`src/rtl/adc_avg_capture_pkg.sv`:
```
// adc_avg_capture_pkg
// Shared definitions for the triggered two-channel ADC averager:
//   - state_e       : 2-bit FSM encoding (IDLE/SETTLE/ACCUM/DONE)
//   - ADC_WIDTH_DEF : default sample/output width
//   - LOG2_N_MAX    : largest legal log2 of the averaging length
package adc_avg_capture_pkg;

    typedef enum logic [1:0] {
        ST_IDLE   = 2'd0,
        ST_SETTLE = 2'd1,
        ST_ACCUM  = 2'd2,
        ST_DONE   = 2'd3
    } state_e;

    localparam int ADC_WIDTH_DEF = 12;
    localparam int LOG2_N_MAX    = 10;

endpackage

```
`src/rtl/adc_avg_capture_chan.sv`:
```
// adc_acc_chan
// One averaging channel: input register, accumulator and truncating output
// register, driven by clear/enable/load strobes from the controlling FSM.
// Ports:
//   clk       : clock
//   rst_i     : synchronous active-high reset (clears everything)
//   clear_i   : zero the accumulator
//   en_i      : add the registered sample into the accumulator
//   load_i    : capture the truncated mean of (accumulator + current sample)
//   sample_i  : raw sample, registered every cycle
//   avg_o     : last captured mean
module adc_acc_chan #(
    parameter int ADC_WIDTH = 12,
    parameter int LOG2_N    = 4
) (
    input  logic                 clk,
    input  logic                 rst_i,
    input  logic                 clear_i,
    input  logic                 en_i,
    input  logic                 load_i,
    input  logic [ADC_WIDTH-1:0] sample_i,
    output logic [ADC_WIDTH-1:0] avg_o
);
    // Wide enough for 2^LOG2_N full-scale samples, so no overflow is possible.
    localparam int ACC_W = ADC_WIDTH + LOG2_N;

    logic [ADC_WIDTH-1:0] sample_q;
    logic [ACC_W-1:0]     acc_q;
    logic [ACC_W-1:0]     acc_d;
    logic [ADC_WIDTH-1:0] avg_q;

    assign acc_d = acc_q + ACC_W'(sample_q);

    always_ff @(posedge clk) begin
        if (rst_i) begin
            sample_q <= '0;
            acc_q    <= '0;
            avg_q    <= '0;
        end else begin
            sample_q <= sample_i;
            if (clear_i) begin
                acc_q <= '0;
            end else if (en_i) begin
                acc_q <= acc_d;
            end
            // The load happens on the last accumulate edge, so the mean is
            // taken from the sum that includes the final sample.
            if (load_i) begin
                avg_q <= acc_d[ACC_W-1:LOG2_N];
            end
        end
    end

    assign avg_o = avg_q;

endmodule

```
`src/rtl/adc_avg_capture.sv`:
```
// adc_avg_capture
// Triggered two-channel ADC averager. A start pulse (accepted in IDLE or DONE)
// waits settle_cycles, sums 2^LOG2_N samples per channel, then presents the
// truncated means with a sticky done flag.
// Ports:
//   clk, RST       : clock, synchronous active-high reset
//   start          : one-cycle trigger
//   settle_cycles  : settle wait, latched on an accepted start
//   ADC_A_IN/B_IN  : raw samples
//   ADC_A/ADC_B    : averaged results, held until the next completion
//   busy           : high in SETTLE and ACCUM
//   done           : high in DONE
module adc_avg_capture
    import adc_avg_capture_pkg::*;
#(
    parameter int ADC_WIDTH    = ADC_WIDTH_DEF,
    parameter int LOG2_N       = 4,
    parameter int SETTLE_WIDTH = 16
) (
    input  logic                    clk,
    input  logic                    RST,
    input  logic                    start,
    input  logic [SETTLE_WIDTH-1:0] settle_cycles,
    input  logic [ADC_WIDTH-1:0]    ADC_A_IN,
    input  logic [ADC_WIDTH-1:0]    ADC_B_IN,
    output logic [ADC_WIDTH-1:0]    ADC_A,
    output logic [ADC_WIDTH-1:0]    ADC_B,
    output logic                    busy,
    output logic                    done
);
    localparam int                CNT_W    = LOG2_N + 1;
    localparam logic [CNT_W-1:0]  CNT_LAST = CNT_W'((1 << LOG2_N) - 1);

    state_e                  state_q;
    logic [SETTLE_WIDTH-1:0] settle_q;
    logic [CNT_W-1:0]        cnt_q;
    logic                    busy_q;
    logic                    done_q;

    logic accept;
    logic acc_en;
    logic acc_load;

    assign accept   = start && ((state_q == ST_IDLE) || (state_q == ST_DONE));
    assign acc_en   = (state_q == ST_ACCUM);
    assign acc_load = acc_en && (cnt_q == CNT_LAST);

    always_ff @(posedge clk) begin
        if (RST) begin
            state_q  <= ST_IDLE;
            settle_q <= '0;
            cnt_q    <= '0;
            busy_q   <= 1'b0;
            done_q   <= 1'b0;
        end else begin
            case (state_q)
                ST_IDLE, ST_DONE: begin
                    if (start) begin
                        settle_q <= settle_cycles;
                        cnt_q    <= '0;
                        done_q   <= 1'b0;
                        busy_q   <= 1'b1;
                        state_q  <= (settle_cycles != '0) ? ST_SETTLE : ST_ACCUM;
                    end
                end
                ST_SETTLE: begin
                    settle_q <= settle_q - SETTLE_WIDTH'(1);
                    if (settle_q == SETTLE_WIDTH'(1)) begin
                        state_q <= ST_ACCUM;
                    end
                end
                ST_ACCUM: begin
                    cnt_q <= cnt_q + CNT_W'(1);
                    if (cnt_q == CNT_LAST) begin
                        state_q <= ST_DONE;
                        busy_q  <= 1'b0;
                        done_q  <= 1'b1;
                    end
                end
                default: state_q <= ST_IDLE;
            endcase
        end
    end

    // Channel 0 is A, channel 1 is B.
    logic [1:0][ADC_WIDTH-1:0] samp_in;
    logic [1:0][ADC_WIDTH-1:0] avg_out;

    assign samp_in[0] = ADC_A_IN;
    assign samp_in[1] = ADC_B_IN;

    for (genvar gi = 0; gi < 2; gi++) begin : g_chan
        adc_acc_chan #(
            .ADC_WIDTH (ADC_WIDTH),
            .LOG2_N    (LOG2_N)
        ) u_chan (
            .clk      (clk),
            .rst_i    (RST),
            .clear_i  (accept),
            .en_i     (acc_en),
            .load_i   (acc_load),
            .sample_i (samp_in[gi]),
            .avg_o    (avg_out[gi])
        );
    end

    assign ADC_A = avg_out[0];
    assign ADC_B = avg_out[1];
    assign busy  = busy_q;
    assign done  = done_q;

endmodule

```
`config.mk`:
```
export PLATFORM = sky130hd
export DESIGN_NAME = adc_avg_capture
export DESIGN_NICKNAME = d
export VERILOG_FILES = /design/src/rtl/adc_avg_capture_pkg.sv /design/src/rtl/adc_avg_capture_chan.sv /design/src/rtl/adc_avg_capture.sv
export SDC_FILE = /design/constraint.sdc
export NUM_CORES = 1
export LEC_CHECK = 0
export ABC_AREA = 1
export CORE_MARGIN = 1.5
export CORE_UTILIZATION = 35
export DETAILED_ROUTE_END_ITERATION = 10
export GPL_ROUTABILITY_DRIVEN = 0
export PLACE_DENSITY = 0.56
export RECOVER_POWER = 50
export SLEW_MARGIN = 15
export SYNTH_ARGS = -nofsm -noshare
export SYNTH_HDL_FRONTEND = slang
export SYNTH_SLANG_ARGS = --single-unit
```
`constraint.sdc`:
```
create_clock -name clk -period 1.7 [get_ports clk]
set_input_delay 0.255 -clock clk [delete_from_list [all_inputs] [get_ports clk]]
set_output_delay 0.255 -clock clk [all_outputs]
set_load 0.02 [all_outputs]
```
==> results_dict.tcl, run 1 <==
set metrics [dict create \
    grt_pass1_wl_um 26000 \
    dr.pass1.iters 6 \
    initial_core_util_pct 35.62 \
    ant_nets 0 \
    slowest_delay_ps 340 \
    slew_viol_final 0 \
    worstSetupPathType "reg -> reg" \
    mostFrequentLayoutCell "nand2_1" \
    detailed_place_hpwl_um 11190 \
    dpl_cell_area_mm2 0.007264 \
    worstMarginPinSlew_ps 1274 \
    wl_per_cell_um 11.75 \
    die_x_um 135.4 \
    numCtsBuffers 9 \
    critPathSlowestCell "fa_2" \
    cts_max_path_buffers 2 \
    synth-compound-area-share_pct 8.050 \
    synth_top_family_by_area "simple AND/OR/NAND/NOR gates" \
    total_leakage_power_nw 3.990 \
    finalPower_w 0.009739 \
    hold_class "in -> reg" \
    grt_use_total_pct 17.75 \
    finalHoldViolCount 0 \
    drv_cap 0 \
    final_cell_mix "254 x nand2_1, 172 x inv_1, 154 x nor2_1" \
    fin_setup_tns_ps 0 \
    rows 48 \
    yosysSeqAreaShare_pct 34.24 \
    synth_seq_cells 105 \
    vias 5946 \
    critical_path_arrival_ps 1910 \
    critical_path.cell_chain "ha_4 > fa_2 > nand2_1 > nand2_1 > and2_4 > nand2_2 > nand2_2 > xnor2_2 > nand2_1 > nand2_1 > inv_1" \
    syn_to_final_growth_pct 30.43 \
    yosys_warnings 0 \
    powerDensity_mw_per_mm2 1216 \
    grt_antenna_before_repair 0 \
    n_antenna_cell 0 \
    timing.hold.ws_ps 306.3 \
    synthAdderAreaFrac_pct 6.766 \
    design.core.area_mm2 0.01724 \
    synth_area_mm2 0.006140 \
    synth_area_per_cell_um2 6.183 \
    synth_xor_xnor_area_share_pct 1.997 \
    drc 0 \
    fillCellCount 1833 \
    grt_pass1_vias 5452 \
    timing.critical_path.mode_cell "nand2_1" \
    clock-sinks 105 \
    nets 1157 \
    worstSetupEndpointType "flip-flop" \
    routed_wl_um 15400 \
    syn_nets 1068 \
    finalCritPeriodShare_pct 97.60 \
    hold_buffers 0 \
    cp_data_required_time_ps 1950 \
    io_buffers 68 \
    stdcell_area_mm2 0.008008 \
    status "finished, final reports clean" \
    layout-drive-gt1-share_pct 13.08 \
    die_height_um 135.4 \
    htree_num_levels 3 \
    grt_max_degree 42 \
    insertion_delay_ps 360 \
    clock-root-buffer "clkbuf_16" \
    startpoint_type "flip-flop" \
    slew_headroom_pct 15.04 \
    ir_drop_v 0.0006761 \
    crit_path_max_fanout 3 \
    yosys.area_share.simple_pct 35.60 \
    die_area_mm2 0.01835 \
    rsz0062_at_grt "yes" \
    finalSetupViolCount 0 \
    drtIter0Drc 372 \
    fin_skew_ps 7.854 \
    viasPerCell 4.535 \
    max_freq_mhz 602.7 \
    clkTransAtPathRegs_ps 70 \
    finalCriticalPeriod_ps 1659 \
    synthMuxAreaShare_pct 0 \
    cts_tree "built" \
    yosys.cell_types.count 31 \
    grt_overflow_total 0 \
    io_pins 69 \
    synthCells 993 \
]
==> cell families after synthesis <==
group / Yosys count
adders and majority gates: 32
DFF: 105
buffers and inverters: 215
AOI/OAI and AO/OA: 92
and+or+nand+nor: 535
xor gates and xnor gates: 14
==> through the flow <==
stage	instances	worst slack, ps	utilization (%)
after floorplan	993	0.4906	-
after global placement	1294	-55.71	42.15
after detailed placement	1294	-80.15	42.15
after CTS	1309	-15.80	44.19
after global routing	1311	-68.09	46.46
final	1311	40.72	46.46
==> power by group <==
part / switching [W] / leakage (nW) / total, W / internal [W]
logic: 0.00259 / 2.97 / 0.00433 / 0.00174
clock network: 0.000933 / 0.158 / 0.00223 / 0.00129
registers: 0.000338 / 0.860 / 0.00318 / 0.00284
total: 0.00386 / 3.99 / 0.00974 / 0.00588
==> routing by layer <==
metal / vias to the layer above / GRT usage, % / part of all wire [%]
li1: 3212 / - / -
met1: 2645 / 23.30 / 49
met2: 77 / 29.85 / 47
met3: 12 / 2.993 / 3.1
met4: 0 / 5.257 / 1.3
met5: - / 0 / 0
==> critical path: cells and delay by family (launching register included) <==
| kind | cells | cell delay [ps] |
|---|---|---|
| XOR/XNOR | 1 | 140 |
| adder cells (fa/ha/maj) | 2 | 500 |
| buffers and inverters | 1 | 40 |
| flip-flops | 1 | 330 |
| AND/OR/NAND/NOR | 7 | 550 |
==> final timing paths <==
check	start	to	slack [ps]	cells past startpoint
hold reg to reg	done	done	460	2
hold / removal	RST	state_q[0]	310	4
setup reg to reg	g_chan[0].u_chan.acc_q[0]	g_chan[0].u_chan.acc_q[8]	40	11
setup / recovery	g_chan[0].u_chan.acc_q[0]	g_chan[0].u_chan.acc_q[8]	40	11
==> cells in the mapped netlist <==
master     instances  area share, %
o211ai_1           4           0.49
nor3_2             1           0.16
buf_1              5           0.31
nor2_1           154            9.4
inv_2             14           0.86
xnor2_1            3           0.43
dfxtp_1          105             34
o21ai_1           16            1.3
xor2_1            11            1.6
and2_1             4           0.41
nor4_1             1           0.10
o2111ai_1          2           0.29
nor3_1            10           0.82
fa_1               2           0.65
a211oi_1           3           0.37
nor2_4             1           0.18
nand3_1           78            6.4
o21ai_2            1           0.14
ha_1              30            6.1
nor2_2             1           0.10
buf_2             10           0.82
a21o_1             1           0.12
nand2_1          271             17
a31oi_1            2           0.20
clkbuf_1          12           0.73
nand4_1            7           0.71
inv_1            174             11
a21oi_1           54            4.4
o21ai_0            9           0.73
or2_1              4           0.41
nand3b_1           3           0.37
==> repair_timing <==
action / CTS / global route
gates resized for setup: 11 / 81
setup buffers: 0 / 2
setup endpoints to repair: 15 / 61
pin swaps: 5 / 15
==> cell type report <==
type	count	area [um^2]	area share [%]
repair buffers	105	974.7	12.17
well taps	225	281.5	3.516
flip-flops and latches	105	2112	26.38
multi-input cells	673	3616	45.16
clock buffers	13	280.3	3.500
clock inverters	2	35.03	0.4375
inverters	188	708.2	8.844
==> flip-flops by register name, indices dropped and copies added, names as in the netlist <==
signal,cells
busy,1
g_chan.u_chan.sample_q,24
state_q,2
cnt_q,5
g_chan.u_chan.acc_q,32
done,1
g_chan.u_chan.avg_o,24
settle_q,16
Note: power is estimated with default switching activity, not from simulation.
==> inputs of run 2 (changes only) <==
- CORE_MARGIN: 1.5 -> 2
==> run 2 against run 1 <==
- clock power up 7%
- worst setup slack got worse by 30 ps
- sequential power is essentially flat
- sequential share of layout area shrank 0.39 points
- utilization is 0.73 points higher
- clock skew is 2.8 ps higher
- clock-buffer cell count shrank 2
- largest power group unchanged
- highest routed layer unchanged
==> results_dict.tcl, run 2 (synthesis results as in run 1) <==
set metrics [dict create \
    dp_cells 1293 \
    ant_nets 0 \
    slew_viol_final 0 \
    dr.pass1.iters 5 \
    cts_tree "built" \
    grt_overflow_total 0 \
    mostFrequentLayoutCell "nand2_1" \
    syn_to_final_growth_pct 32.48 \
    die_area_mm2 0.01862 \
    ir_drop_v 0.0005938 \
    drtIter0Drc 312 \
    n_antenna_cell 0 \
    drv_cap 0 \
    detailed_place_hpwl_um 11240 \
    routed_wl_um 15690 \
    rows 48 \
    viasPerCell 4.545 \
    slew_headroom_pct 74.88 \
    largest_register_ffs 32 \
    htree_num_levels 3 \
    cp_data_required_time_ps 1960 \
    clock-sinks 105 \
    initial_core_util_pct 35.62 \
    cts_max_path_buffers 2 \
    clock_power_share_pct 23.9 \
    status "finished, final reports clean" \
    switching_share_pct 39.82 \
    vias 5958 \
    crit_path_max_fanout 3 \
    design.core.area_mm2 0.01724 \
    timing.hold.ws_ps 333.6 \
    nets 1158 \
    sequentialPowerShare_pct 31.9 \
    worstMarginPinSlew_ps 376.9 \
    grt_pass1_vias 5413 \
    total_leakage_power_nw 3.983 \
    powerDensity_mw_per_mm2 1228 \
    finalCriticalPeriod_ps 1690 \
    regMostFlops "g_chan.u_chan.acc_q" \
    die_height_um 136.4 \
    max_freq_mhz 591.9 \
    p_sw_w 0.003977 \
    wl_per_cell_um 11.97 \
    finalHoldViolCount 0 \
    grt_max_degree 47 \
    grt_antenna_before_repair 0 \
    worstSetupEndpointType "flip-flop" \
    startpoint_type "flip-flop" \
    layout-drive-gt1-share_pct 14.73 \
    final_cell_mix "249 x nand2_1, 173 x inv_1, 152 x nor2_1" \
    rsz0062_at_grt "yes" \
    worstSetupPathType "reg -> reg" \
    numCtsBuffers 9 \
    p_int_w 0.006012 \
    io_buffers 68 \
    p_comb_share_pct 44.1 \
    clock-root-buffer "clkbuf_16" \
    final_cell_count_no_fill 1311 \
    fin_skew_ps 10.67 \
    drc 0 \
    grt_pass1_wl_um 25230 \
    finalSetupViolCount 0 \
    critical_path_arrival_ps 1950 \
    clkTransAtPathRegs_ps 70 \
    insertion_delay_ps 360 \
    finalCritPeriodShare_pct 99.39 \
    die_x_um 136.4 \
    grt_use_total_pct 17.21 \
    io_pins 69 \
    hold_class "in -> reg" \
]
[run 2: cell count changes in the layout (fill, tap and decap cells not counted), moves of 3 or more]
cell / delta
clkbuf_8: -3
nand2_2: +7
a21oi_1: -6
nand3_1: -7
a21oi_2: +6
nand3_2: +6
clkdlybuf4s50_1: -19
nand2_1: -5
dlygate4sd3_1: +19
[run 2: cell type report]
class / instances / area (um^2)
sequential: 105 / 2113
timing repair inverter: 2 / 7.507
multi-input combinational: 673 / 3702
timing repair buffer: 104 / 980.9
clock inverter: 3 / 90.09
clock buffer: 11 / 242.7
tap: 225 / 281.5
inverter: 188 / 715.7
fill: 1802 / 9102
[run 2: power groups by stage]
stage / Clock [W] / Sequential [W] / Combinational (W)
final: 0.00239 / 0.00319 / 0.00441
after global routing: 0.00255 / 0.00324 / 0.00502
after CTS: 0.00245 / 0.00312 / 0.00408
after detailed placement: 0 / 0.00317 / 0.00406
after global placement: 0 / 0.00317 / 0.00404
after floorplan: 0 / 0.00311 / 0.00295
[run 2: timing repair]
item	CTS	global route
endpoints found under the setup margin	17	56
gates resized for setup	8	111
hold buffers	0	0
gates cloned	0	2
setup buffers	0	2
pin swaps	2	26
[run 2: worst paths after layout]
| path | from | endpoint | slack [ps] | cells past startpoint |
|---|---|---|---|---|
| worst max-delay path | g_chan[0].u_chan.acc_q[0] | g_chan[0].u_chan.avg_o[4] | 10 | 11 |
| worst min-delay path | RST | state_q[0] | 330 | 4 |
| worst max register to register | g_chan[0].u_chan.acc_q[0] | g_chan[0].u_chan.avg_o[4] | 10 | 11 |
| worst min register to register | g_chan[0].u_chan.avg_o[2] | g_chan[0].u_chan.avg_o[2] | 470 | 2 |
[run 2: stage by stage]
stage               area (um^2)  util, %  worst slack [ps]  power [W]  setup TNS [ps]
finish                     8134    47.19             10.41   0.009989               0
global route               8134    47.19            -116.6    0.01081           -1391
CTS                        7631    44.27            -13.84   0.009654          -24.21
detailed placement         7269    42.17            -92.75   0.007230          -479.8
global placement           7269    42.17            -49.12   0.007211          -237.0
floorplan                  6146        -            0.4906   0.006060               0
[run 2: routing by layer]
| metal | wire (um) | GRT usage, % | vias to the layer above |
|---|---|---|---|
| li1 | - | - | 3212 |
| met1 | 7471 | 22.38 | 2644 |
| met2 | 7487 | 29.03 | 90 |
| met3 | 588 | 4.027 | 12 |
| met4 | 142 | 3.704 | 0 |
| met5 | 0 | 0 | - |
[run 2: critical path, stage by stage (launching register included)]
cell and delay, ps:
dfxtp_2 340, ha_4 160, fa_2 410, nand2_2 80, nand2_2 50, and2_4 150
nand2_2 50, nand2_2 60, xnor2_2 140, nand2_1 70, nand2_1 60, inv_1 30
==> inputs of run 3 (changes only) <==
- CORE_UTILIZATION: 35 -> 51
- CTS_CLUSTER_DIAMETER: unset -> 60
- PLACE_DENSITY: 0.56 -> 0.76
==> run 3 against run 2 <==
- the flow now finishes with violations (setup timing)
- worst setup slack lost 14 ps
- first-iteration DRC count increased by 25%
- clock power fell by 13%
- clock-buffer cell count up 1
- die area shrank 31%
- flip-flop and latch count stayed put
- non-clock buffer count is 8 lower
- worst hold slack improved by 21 ps
- total power fell by 5.7%
- via count is 1.7% higher
- utilization is 19 points higher
- critical path type unchanged
- critical endpoint is now g_chan[1].u_chan.acc_q[8]
==> results_dict.tcl, run 3 (synthesis results as in run 1) <==
set metrics [dict create \
    setup_slack_ps -3.378 \
    clkTransAtPathRegs_ps 70 \
    hold_start "RST" \
    sequentialPowerShare_pct 33.7 \
    layout-drive-gt1-share_pct 12.91 \
    total_leakage_power_nw 3.865 \
    rows 40 \
    critical_path.cell_chain "ha_4 > fa_2 > nand3_2 > nand3_2 > a21oi_2 > xor2_1 > nand2_1 > nand2_1 > inv_1" \
    clock-root-buffer "clkbuf_16" \
    ir_drop_v 0.001019 \
    die_height_um 113.7 \
    p_sw_w 0.003769 \
    dpl_cell_area_mm2 0.007099 \
    switching_share_pct 40.01 \
    mostFrequentLayoutCell "nand2_1" \
    critical_path_arrival_ps 1950 \
    grt_use_total_pct 22.38 \
    regMostFlops "g_chan.u_chan.acc_q" \
    fin_skew_ps 4.752 \
    nets 1148 \
    wl_per_cell_um 11.73 \
    routed_wl_um 14360 \
    critPathSlowestCell "fa_2" \
    grt_max_degree 48 \
    dr.pass1.iters 5 \
    cts_tree "built" \
    cts_max_path_buffers 2 \
    initial_core_util_pct 51.76 \
    detailed_place_hpwl_um 10130 \
    design.core.area_mm2 0.01186 \
    p_int_w 0.005650 \
    clock-sinks 105 \
    finalHoldViolCount 0 \
    path_buf_inv 1 \
    stdcell_area_mm2 0.007840 \
    fillCellCount 1050 \
    powerDensity_mw_per_mm2 1201 \
    grt_pass1_vias 5512 \
    max_freq_mhz 587.1 \
    cp-startpoint "g_chan[1].u_chan.acc_q[0]" \
    p_comb_share_pct 44.1 \
    die_area_mm2 0.01293 \
    ant_nets 0 \
    cp_data_required_time_ps 1950 \
    insertion_delay_ps 350 \
    dp_cells 1207 \
    worstSetupPathType "reg -> reg" \
    finalSetupViolCount 1 \
    finalCritPeriodShare_pct 100.2 \
    drtIter0Drc 390 \
    grt_pass1_wl_um 23700 \
    clock_power_share_pct 22.2 \
    timing.hold.ws_ps 354.2 \
    io_pins 69 \
    numCtsBuffers 9 \
    final_cell_count_no_fill 1224 \
    grt_antenna_before_repair 0 \
    drc 0 \
    slew_headroom_pct 64.99 \
    crit_family "adder cells" \
    failed_checks "setup timing" \
    htree_num_levels 3 \
    viasPerCell 4.953 \
    final_util_pct 66.10 \
    crit_path_max_fanout 3 \
    syn_to_final_growth_pct 27.70 \
    finalCriticalPeriod_ps 1703 \
    grt_overflow_total 0 \
    final_cell_mix "249 x nand2_1, 174 x inv_1, 151 x nor2_1" \
    rsz0062_at_grt "yes" \
    vias 6062 \
    worstMarginPinSlew_ps 525.1 \
    slew_viol_final 0 \
    worstReg2RegStart "g_chan[1].u_chan.acc_q[0]" \
    drv_cap 0 \
    die_x_um 113.7 \
    finalPower_w 0.009419 \
    worstSetupEndpointType "flip-flop" \
    slowest_delay_ps 370 \
    status "complete, but fails checks" \
    startpoint_type "flip-flop" \
    largest_register_ffs 32 \
    n_antenna_cell 0 \
    io_buffers 68 \
    hold_class "in -> reg" \
    hold_buffers 0 \
]
run 3: cell types whose count changed in the layout (fill, tap and decap cells not counted), sizes merged:
cell           previous run  this run
clkdlybuf4s50            30        58
dlygate4sd3              37         9
buf                      33        27
bufinv                    3         1
clkbuf                   15        14
run 3: worst register-to-register path: cells and delay by family, from the launching register on:
kind,cells,cell delay (ps)
AOI/OAI and AO/OA,1,190
xor gates and xnor gates,1,190
adders and majority gates,2,530
buffers and inverters,1,40
DFF,1,330
and+or+nand+nor,4,330
run 3: layer usage:
layer / track usage (%) / share of wire, % / vias to the layer above
met5: 0 / 0 / -
met4: 6.341 / 1.2 / 0
met3: 5.739 / 4.3 / 16
met2: 39.52 / 49 / 109
met1: 26.99 / 46 / 2738
li1: - / - / 3199
run 3: worst paths after layout:
path | end | depth (start not counted) | slack (ps)
min reg2reg | done | 2 | 460
min | g_chan[0].u_chan.sample_q[11] | 3 | 350
max reg2reg | g_chan[1].u_chan.acc_q[8] | 9 | -3
max | g_chan[1].u_chan.acc_q[8] | 9 | -3
run 3: power by group through the flow:
stage | combinational (W) | clock [W] | sequential [W]
final | 0.00416 | 0.00209 | 0.00318
after global routing | 0.00473 | 0.00224 | 0.00322
after CTS | 0.00392 | 0.00214 | 0.00312
after detailed placement | 0.00389 | 0 | 0.00317
after global placement | 0.00385 | 0 | 0.00317
after floorplan | 0.00295 | 0 | 0.00311
run 3: final cells by class:
type,instances,area (um^2),area share (%)
tap,147,183.9,2.346
sequential,105,2113,26.96
clock buffer,12,256.5,3.272
inverter,188,708.2,9.033
timing repair buffer,96,909.6,11.60
clock inverter,3,40.04,0.5107
multi-input combinational,673,3628,46.28
run 3: through the flow:
step                worst slack (ps)  TNS (ps)
finish                        -3.378    -3.378
global route                  -87.99    -986.9
CTS                            5.973         0
detailed placement            -88.09    -435.6
global placement              -18.03    -83.90
floorplan                     0.4906         0
run 3: repair_timing:
item                                    in CTS  in global routing
gates resized for setup                      5                 88
buffers inserted                             0                  2
cloned                                       0                  0
endpoints found under the setup margin      11                 55
pin swaps                                    1                 19
